[config.mk]
export PLATFORM = sky130hd
export DESIGN_NAME = layer4_vec_loader
export DESIGN_NICKNAME = d
export VERILOG_FILES = /design/src/rtl/layer4_vec_loader.sv
export SDC_FILE = /design/constraint.sdc
export NUM_CORES = 1
export LEC_CHECK = 0
export ABC_CLOCK_PERIOD_IN_PS = 2020
export BUFFER_PORTS_ARGS = -buffer_cell sky130_fd_sc_hd__buf_4
export CAP_MARGIN = 40
export CORE_ASPECT_RATIO = 0.8
export CORE_MARGIN = 2
export CORE_UTILIZATION = 46
export CTS_CLUSTER_DIAMETER = 80
export DETAILED_ROUTE_END_ITERATION = 10
export PLACE_DENSITY = 0.73
export SLEW_MARGIN = 20
export SYNTH_ARGS = -nofsm -noshare
export SYNTH_HDL_FRONTEND = slang
export SYNTH_SLANG_ARGS = --single-unit
[constraint.sdc]
create_clock -name clk -period 2.02 [get_ports clk]
set_input_delay 0.303 -clock clk [delete_from_list [all_inputs] [get_ports clk]]
set_output_delay 0.303 -clock clk [all_outputs]
set_load 0.005 [all_outputs]
[src/rtl/layer4_vec_loader.sv]
// Stream-to-parallel activation loader for a layer-4 neuron node.
// Collects N_IN float32 beats into A0x..A14x, holds them SETTLE cycles, then pulses node_done.
module layer4_vec_loader #(
  parameter int N_IN   = 15,
  parameter int WIDTH  = 32,
  parameter int SETTLE = 1
) (
  input  logic             clk,
  input  logic             rst_n,
  input  logic [WIDTH-1:0] s_data,
  input  logic             s_valid,
  input  logic             s_last,
  output logic             s_ready,
  output logic [WIDTH-1:0] A0x,
  output logic [WIDTH-1:0] A1x,
  output logic [WIDTH-1:0] A2x,
  output logic [WIDTH-1:0] A3x,
  output logic [WIDTH-1:0] A4x,
  output logic [WIDTH-1:0] A5x,
  output logic [WIDTH-1:0] A6x,
  output logic [WIDTH-1:0] A7x,
  output logic [WIDTH-1:0] A8x,
  output logic [WIDTH-1:0] A9x,
  output logic [WIDTH-1:0] A10x,
  output logic [WIDTH-1:0] A11x,
  output logic [WIDTH-1:0] A12x,
  output logic [WIDTH-1:0] A13x,
  output logic [WIDTH-1:0] A14x,
  output logic             node_done,
  output logic [15:0]      frame_cnt,
  output logic [1:0]       err_flags
);

  localparam int N_PORTS = 15;
  localparam int IDX_W   = (N_IN > 1) ? $clog2(N_IN) : 1;
  localparam int CNT_W   = (SETTLE > 1) ? $clog2(SETTLE) : 1;

  typedef enum logic [1:0] {
    FILL = 2'd0,
    HOLD = 2'd1,
    DONE = 2'd2
  } state_t;

  state_t             state_q, state_d;
  logic [IDX_W-1:0]   idx_q;
  logic [CNT_W-1:0]   cnt_q;
  logic [WIDTH-1:0]   a_q [N_PORTS];
  logic               accept;
  logic               last_idx;

  // s_ready depends on state only, so there is no path from s_valid.
  assign s_ready  = (state_q == FILL);
  assign accept   = s_valid && s_ready;
  assign last_idx = (idx_q == IDX_W'(N_IN - 1));

  // NOTE: every variable driven here gets a default first, so no path leaves it unassigned and no latch is inferred.
  always_comb begin
    state_d = state_q;
    case (state_q)
      FILL:    if (accept && last_idx) state_d = HOLD;
      HOLD:    if (cnt_q == CNT_W'(SETTLE - 1)) state_d = DONE;
      DONE:    state_d = FILL;
      default: state_d = FILL;
    endcase
  end

  // NOTE: sequential state uses non-blocking assignments so every register samples pre-edge values.
  always_ff @(posedge clk or negedge rst_n) begin
    if (!rst_n) state_q <= FILL;
    else        state_q <= state_d;
  end

  // NOTE: the activation array is reset because a reset must hand the node an all-zero vector.
  always_ff @(posedge clk or negedge rst_n) begin
    if (!rst_n) begin
      idx_q     <= '0;
      cnt_q     <= '0;
      node_done <= 1'b0;
      frame_cnt <= '0;
      err_flags <= '0;
      for (int k = 0; k < N_PORTS; k++) a_q[k] <= '0;
    end else begin
      node_done <= (state_d == DONE);
      if (state_d == DONE) frame_cnt <= frame_cnt + 16'd1;

      case (state_q)
        FILL: begin
          if (accept) begin
            if (last_idx) begin
              a_q[idx_q] <= s_data;
              idx_q      <= '0;
              cnt_q      <= '0;
              if (!s_last) err_flags[1] <= 1'b1;
            end else if (s_last) begin
              // Early last drops the whole frame rather than leaving a partial vector.
              for (int k = 0; k < N_PORTS; k++) a_q[k] <= '0;
              idx_q        <= '0;
              err_flags[0] <= 1'b1;
            end else begin
              a_q[idx_q] <= s_data;
              idx_q      <= idx_q + IDX_W'(1);
            end
          end
        end
        HOLD:    cnt_q <= cnt_q + CNT_W'(1);
        default: ;
      endcase
    end
  end

  assign A0x  = a_q[0];
  assign A1x  = a_q[1];
  assign A2x  = a_q[2];
  assign A3x  = a_q[3];
  assign A4x  = a_q[4];
  assign A5x  = a_q[5];
  assign A6x  = a_q[6];
  assign A7x  = a_q[7];
  assign A8x  = a_q[8];
  assign A9x  = a_q[9];
  assign A10x = a_q[10];
  assign A11x = a_q[11];
  assign A12x = a_q[12];
  assign A13x = a_q[13];
  assign A14x = a_q[14];

endmodule

* Yosys cells after proc, flatten, opt, wreduce, memory -nomap -nowiden
Index checks and enable logic that the tools add are counted.
** Storage, ports and cells
- Bits in registers :: 506
- Input bits :: 36
- Output and inout port bits :: 500
- Word-level logic and storage cells :: 57
** Cells by class
- Add/sub/neg operators :: 3
- $lt $le $gt $ge :: 2
- Eq/ne operators :: 5
- Mux-type cells :: 13
- Bitwise gates (word level) :: 3
- Reduce and logical (&&, ||, !) cells :: 9
** Operators with widths (count)
- 480-bit 2-to-1 mux :: 2
- 480-bit bitwise mux :: 1
- 32-bit demux with 4-bit select :: 1
- 32-bit 2-to-1 mux :: 1
- 16-bit by 1-bit adder with 16-bit output (second input constant) :: 1
- 4-bit 2-to-1 mux :: 2
- 4-bit AND reduction :: 2
- 5-bit >= comparator (second input constant) :: 1
- 5-bit by 1-bit < comparator with 1-bit output (second input constant) :: 1
- 4-bit NOT with 5-bit output :: 1
- 4-bit by 1-bit adder with 4-bit output (second input constant) :: 1
- 4-bit equality test (second input constant) :: 1
- 2-bit 2-to-1 mux :: 2
- 2-bit by 1-bit inequality test with 1-bit output (second input constant) :: 2
- 2-bit case mux with 2 select lines :: 1
- 1-bit logical AND :: 3
- 3-bit AND reduction :: 1
- 2-bit by 1-bit equality test with 1-bit output (second input constant) :: 1
- 2-bit equality test (second input constant) :: 1
- 2-bit logical NOT :: 1
- 1-bit 2-to-1 mux :: 2
- 1-bit NOT :: 2
- 1-bit case mux with 2 select lines :: 1
- 2-bit AND reduction :: 1
- 2 further kinds :: 2

* Logic depth before layout (Yosys ltp)
- Depth after elaboration :: 8
- Gate-level depth with buffers :: 8
- Mapped depth without buffers :: 6

* Least setup slack after synthesis
OpenSTA, ideal clock, no wires.
- Kind :: register to register
- Start :: reg idx_q[0]
- End :: reg a_q (netlist bit A1x[21])
- Setup time :: 0.136 ns
- Arrival time :: 1.722 ns
- Data required time :: 1.884 ns
- Slack :: 0.162 ns
- Cell stages (with the launch flop) :: 9
- Path buffers :: 3
- Period minus slack after synthesis :: 1.858 ns
- Cell sequence :: dfrtp_1 inv_1 ha_1 nand3_1 and3_1 buf_2 clkbuf_1 buf_1 a21oi_1
** On the way
- Cells in the longest elaborated chain, start to end :: 8
- Elaborated cells on any way between the ends :: 10
- Those cells by class :: 2 x order compare; 1 x eq/ne; 5 x mux; 1 x bitwise; 1 x reduce/logical
** RTL lines
- start, declared :: RTL line 45 : logic [IDX_W-1:0] idx_q;
- start signal, assigned :: RTL line 101 : idx_q <= idx_q + IDX_W'(1);
- 4-bit NOT with 5-bit output (implied by the code) :: RTL line 90, 100
- 5-bit >= comparator (implied by the code) or 5-bit by 1-bit < comparator with 1-bit output (tied branches) :: RTL line 90, 100
- 1-bit logical AND (implied by the code) :: RTL line 90, 100
- 32-bit 2-to-1 mux (implied by the code) :: RTL line 90, 100
- 32-bit demux with 4-bit select :: RTL line 90, 100
- 480-bit bitwise mux :: RTL line 90, 100
- 480-bit 2-to-1 mux :: RTL line 94 : end else if (s_last) begin
- 480-bit 2-to-1 mux (*) :: RTL line 89 : if (last_idx) begin
- end signal, assigned by index :: RTL line 90 : a_q[idx_q] <= s_data;
- end signal, assigned by index :: RTL line 100 : a_q[idx_q] <= s_data;
- end, declared :: RTL line 47 : logic [WIDTH-1:0] a_q [N_PORTS];
Every way passes the cells marked *; elsewhere a longest branch is shown, timed or not.
A chain may end at the register's enable or synchronous reset.

* Final worst setup path
- Start :: reg idx_q[0]
- End :: reg err_flags[0]
** On the way
- Cells in the longest elaborated chain, start to end :: 3
** RTL lines
- 4-bit equality test :: RTL line 54 : assign last_idx = (idx_q == IDX_W'(N_IN - 1));
- 1-bit NOT (no line)
- 4-bit AND reduction (no line)
- end signal, assigned :: RTL line 80 : err_flags <= '0;
- end signal, assigned :: RTL line 98 : err_flags[0] <= 1'b1;
- end, declared :: RTL line 31 : output logic [1:0] err_flags
No other way between the ends.

==> summary.txt <==
antenna violations before repair - 1
gp weighted congestion - 0.843
Final Cycle Share - 0.946
Horiz. Die Dim - 238 um
M1 GR Usage - 0.433
first-pass GRT wire length - 111 mm
Largest stage delay, worst path - 410 ps
Synth Instances - 2189
global routing's busiest layer - met2
largest net degree at the start of global routing - 88
worst slew pin tran - 558 ps
via count - 18.3k
status - finished, final reports clean
fmax - 523 MHz
worst setup path class - reg2reg
CTS Root Cell - clkbuf_16
total grt overflow - 0
fraction of registers with async set/reset - 1.00
Internal Power - 19200 uW
Clk pwr share - 0.355
H-tree levels - 2
ys flop type - dfrtp_1
ANT nets after route - 0
CP most frequent cell - buf_12
delay-heaviest family, CP - simple AND/OR/NAND/NOR gates
mapped cell area - 20100 um^2
Clock Skews - 19.5 ps
Post-Syn Nets - 2230
Pwr Density - 1010 nW/um^2
Die Ht - 191 um
Slew Limit Fails - 0
top post-synthesis cells by area - dfrtp_1, nand2_1, a21oi_1, clkbuf_1, a22o_1
drc violations - 0
Logic pwr share - 0.196
Util after Layout - 0.621
leak pwr - 0.0129 uW
Diodes inserted - 0
switching part of the total - 0.287
CTS tree - built
Synth area leader - dfrtp_1
IO Port Bufs - 535
Clk pin slew, worst setup/hold paths - 60 ps
I/O pin count - 536
Area Growth Syn to Fin - 33.4%
CP Launch Type - flip-flop
Initial Util - 0.465
HP Class - in2reg
relative slew slack - 0.628
clk buf depth - 3
CP max FO - 40
ratio of cells with drive above 1 in the final layout - 0.263
critical path data arrival time - 2380 ps
Avg Inst Size Synth - 9.17 um^2
Sequential Power Share - 0.449
final hold violation count - 0
TritonCTS Sinks - 506
DR pass1 iterations - 5
DP HPWL - 49.6 mm
core area - 43100 um^2
Max stage delay cell, worst path - dfrtp_1
final setup violation count - 0
Avg Vias per Cell - 5.62
Die ar. - 45300 um^2
Max IR drop VDD - 0.688 mV
Buf+Inv Stages, Crit Path - 3
Synth cell types - 30
number of DRC markers in iteration 0 - 1950
fillers - 3562
Num CTS Buffers - 50
post-synthesis sequential area ratio - 0.631
Yosys warnings - 0
met2 Track Usage GR - 0.517
non-filler instance count after layout - 3258
Layout Nets - 2704
vias in the first global route - 17.8k
Yosys reg bits - 506
Core Rows - 68
placed cells - 3168
GRT met3 Usage - 0.0743
number of synthesized flops with an enable pin - 0
Worst setup EP type - flip-flop
Routed Wire Length - 74.7 mm
max-cap check violation count - 0
setup TNS - 0 ps
Worst-Skew Late Latency - 590 ps
Synth top area share - 0.631
CP cell instances - inv_1 > ha_1 > nand3_1 > and3_4 > buf_12 > buf_12 > or2_2
Total GRT Usage - 0.325
switching power total - 7720 uW
routed len/inst - 22.9 um
Req. time, crit path - 2490 ps
Period minus WS final - 1910 ps
RSZ-0062 raised after global routing - false
## power by group through the flow
stage          Sequential (uW)  Combinational (uW)  Clock [uW]
6_report                 12100                5290        9560
5_1_grt                  12200                5730       10000
4_1_cts                  12100                5290        9680
3_5_place_dp             12200                5270           0
3_3_place_gp             12200                5130           0
2_1_floorplan            12100                1940           0
## synthesized netlist by cell type, types with 4 or more instances
master,count
nand2_1,907
dfrtp_1,506
a21oi_1,452
clkbuf_1,150
buf_2,40
a22o_1,32
and3_1,14
nand3_1,14
xnor2_1,11
nor2_1,8
inv_1,7
nand4_1,7
ha_1,5
nor2b_1,4
xor2_1,4
## stage by stage
step | power (uW) | worst slack [ps] | area (um^2) | hold slack (ps)
after global placement | 17300 | 177 | 25100 | 289
after global routing | 28000 | 18.5 | 26800 | 97.0
after floorplan | 14100 | 162 | 20100 | 7.41
after detailed placement | 17500 | 148 | 25100 | 303
final | 26900 | 110 | 26800 | 100
after CTS | 27000 | 123 | 26800 | 74.2
## repair_timing
item                                    CTS  global route
resized for setup                         0             3
hold endpoints to repair                 45             0
endpoints found under the setup margin    0             5
buffers inserted                          0             0
hold buffers                              3             0
## path summary, 6_finish.rpt
| path | slack, ps | end | cells past startpoint | start |
|---|---|---|---|---|
| hold reg to reg | 490 | err_flags[1] | 2 | err_flags[1] |
| max in group asynchronous | 850 | A6x[10] | 3 | rst_n |
| min in group asynchronous | 260 | A9x[29] | 2 | rst_n |
| hold / removal | 100 | A12x[17] | 3 | s_data[17] |
| setup / recovery | 110 | err_flags[0] | 7 | idx_q[0] |
| setup reg to reg | 110 | err_flags[0] | 7 | idx_q[0] |
## routing by layer
metal / vias up / wire length (um)
li1: 8010 / -
met1: 9113 / 29000
met2: 1002 / 35300
met3: 171 / 7420
met4: 0 / 2930
met5: - / 0
## kinds of logic after synthesis
logic type / count (synthesis) / synth area share
DFF: 506 / 0.631
adders and majority gates: 5 / 0.00312
AOI/OAI and AO/OA: 490 / 0.129
xor gates and xnor gates: 15 / 0.00655
buffers and inverters: 200 / 0.0399
and+or+nand+nor: 971 / 0.190
muxes: 2 / 0.00112
## area by class of cell
class                      count  area, um^2  share of cell area
inverter                       7        26.3            0.000981
timing repair buffer         615        5040               0.188
clock buffer                  79        1570              0.0588
multi-input combinational   1483        6670               0.249
tap                          560         701              0.0262
sequential                   506       12700               0.473
clock inverter                 8         100             0.00374
## cell usage in the layout (no fill, tap or decap), types with 5 or more instances in the layout
| cell type | netlist | layout |
|---|---|---|
| nor2_1 | 8 | 7 |
| clkbuf_1 | 150 | 11 |
| nand4_1 | 7 | 7 |
| clkbuf_16 | 0 | 53 |
| and3_1 | 14 | 11 |
| a21oi_1 | 452 | 452 |
| nand3_1 | 14 | 8 |
| buf_12 | 0 | 33 |
| nand2_1 | 907 | 907 |
| ha_1 | 5 | 5 |
| dfrtp_1 | 506 | 506 |
| xnor2_1 | 11 | 11 |
| inv_1 | 7 | 7 |
| buf_4 | 0 | 578 |
| clkbuf_8 | 0 | 15 |
| nand3_2 | 0 | 6 |
| a22o_1 | 32 | 32 |
## tightest hold or removal path, delay by kind of cell
kind                   cells  cell delay (ps)
AND/OR/NAND/NOR            1               90
AO/OA/AOI/OAI              1               50
buffers and inverters      1              200
Power figures use the tool's default switching activity.
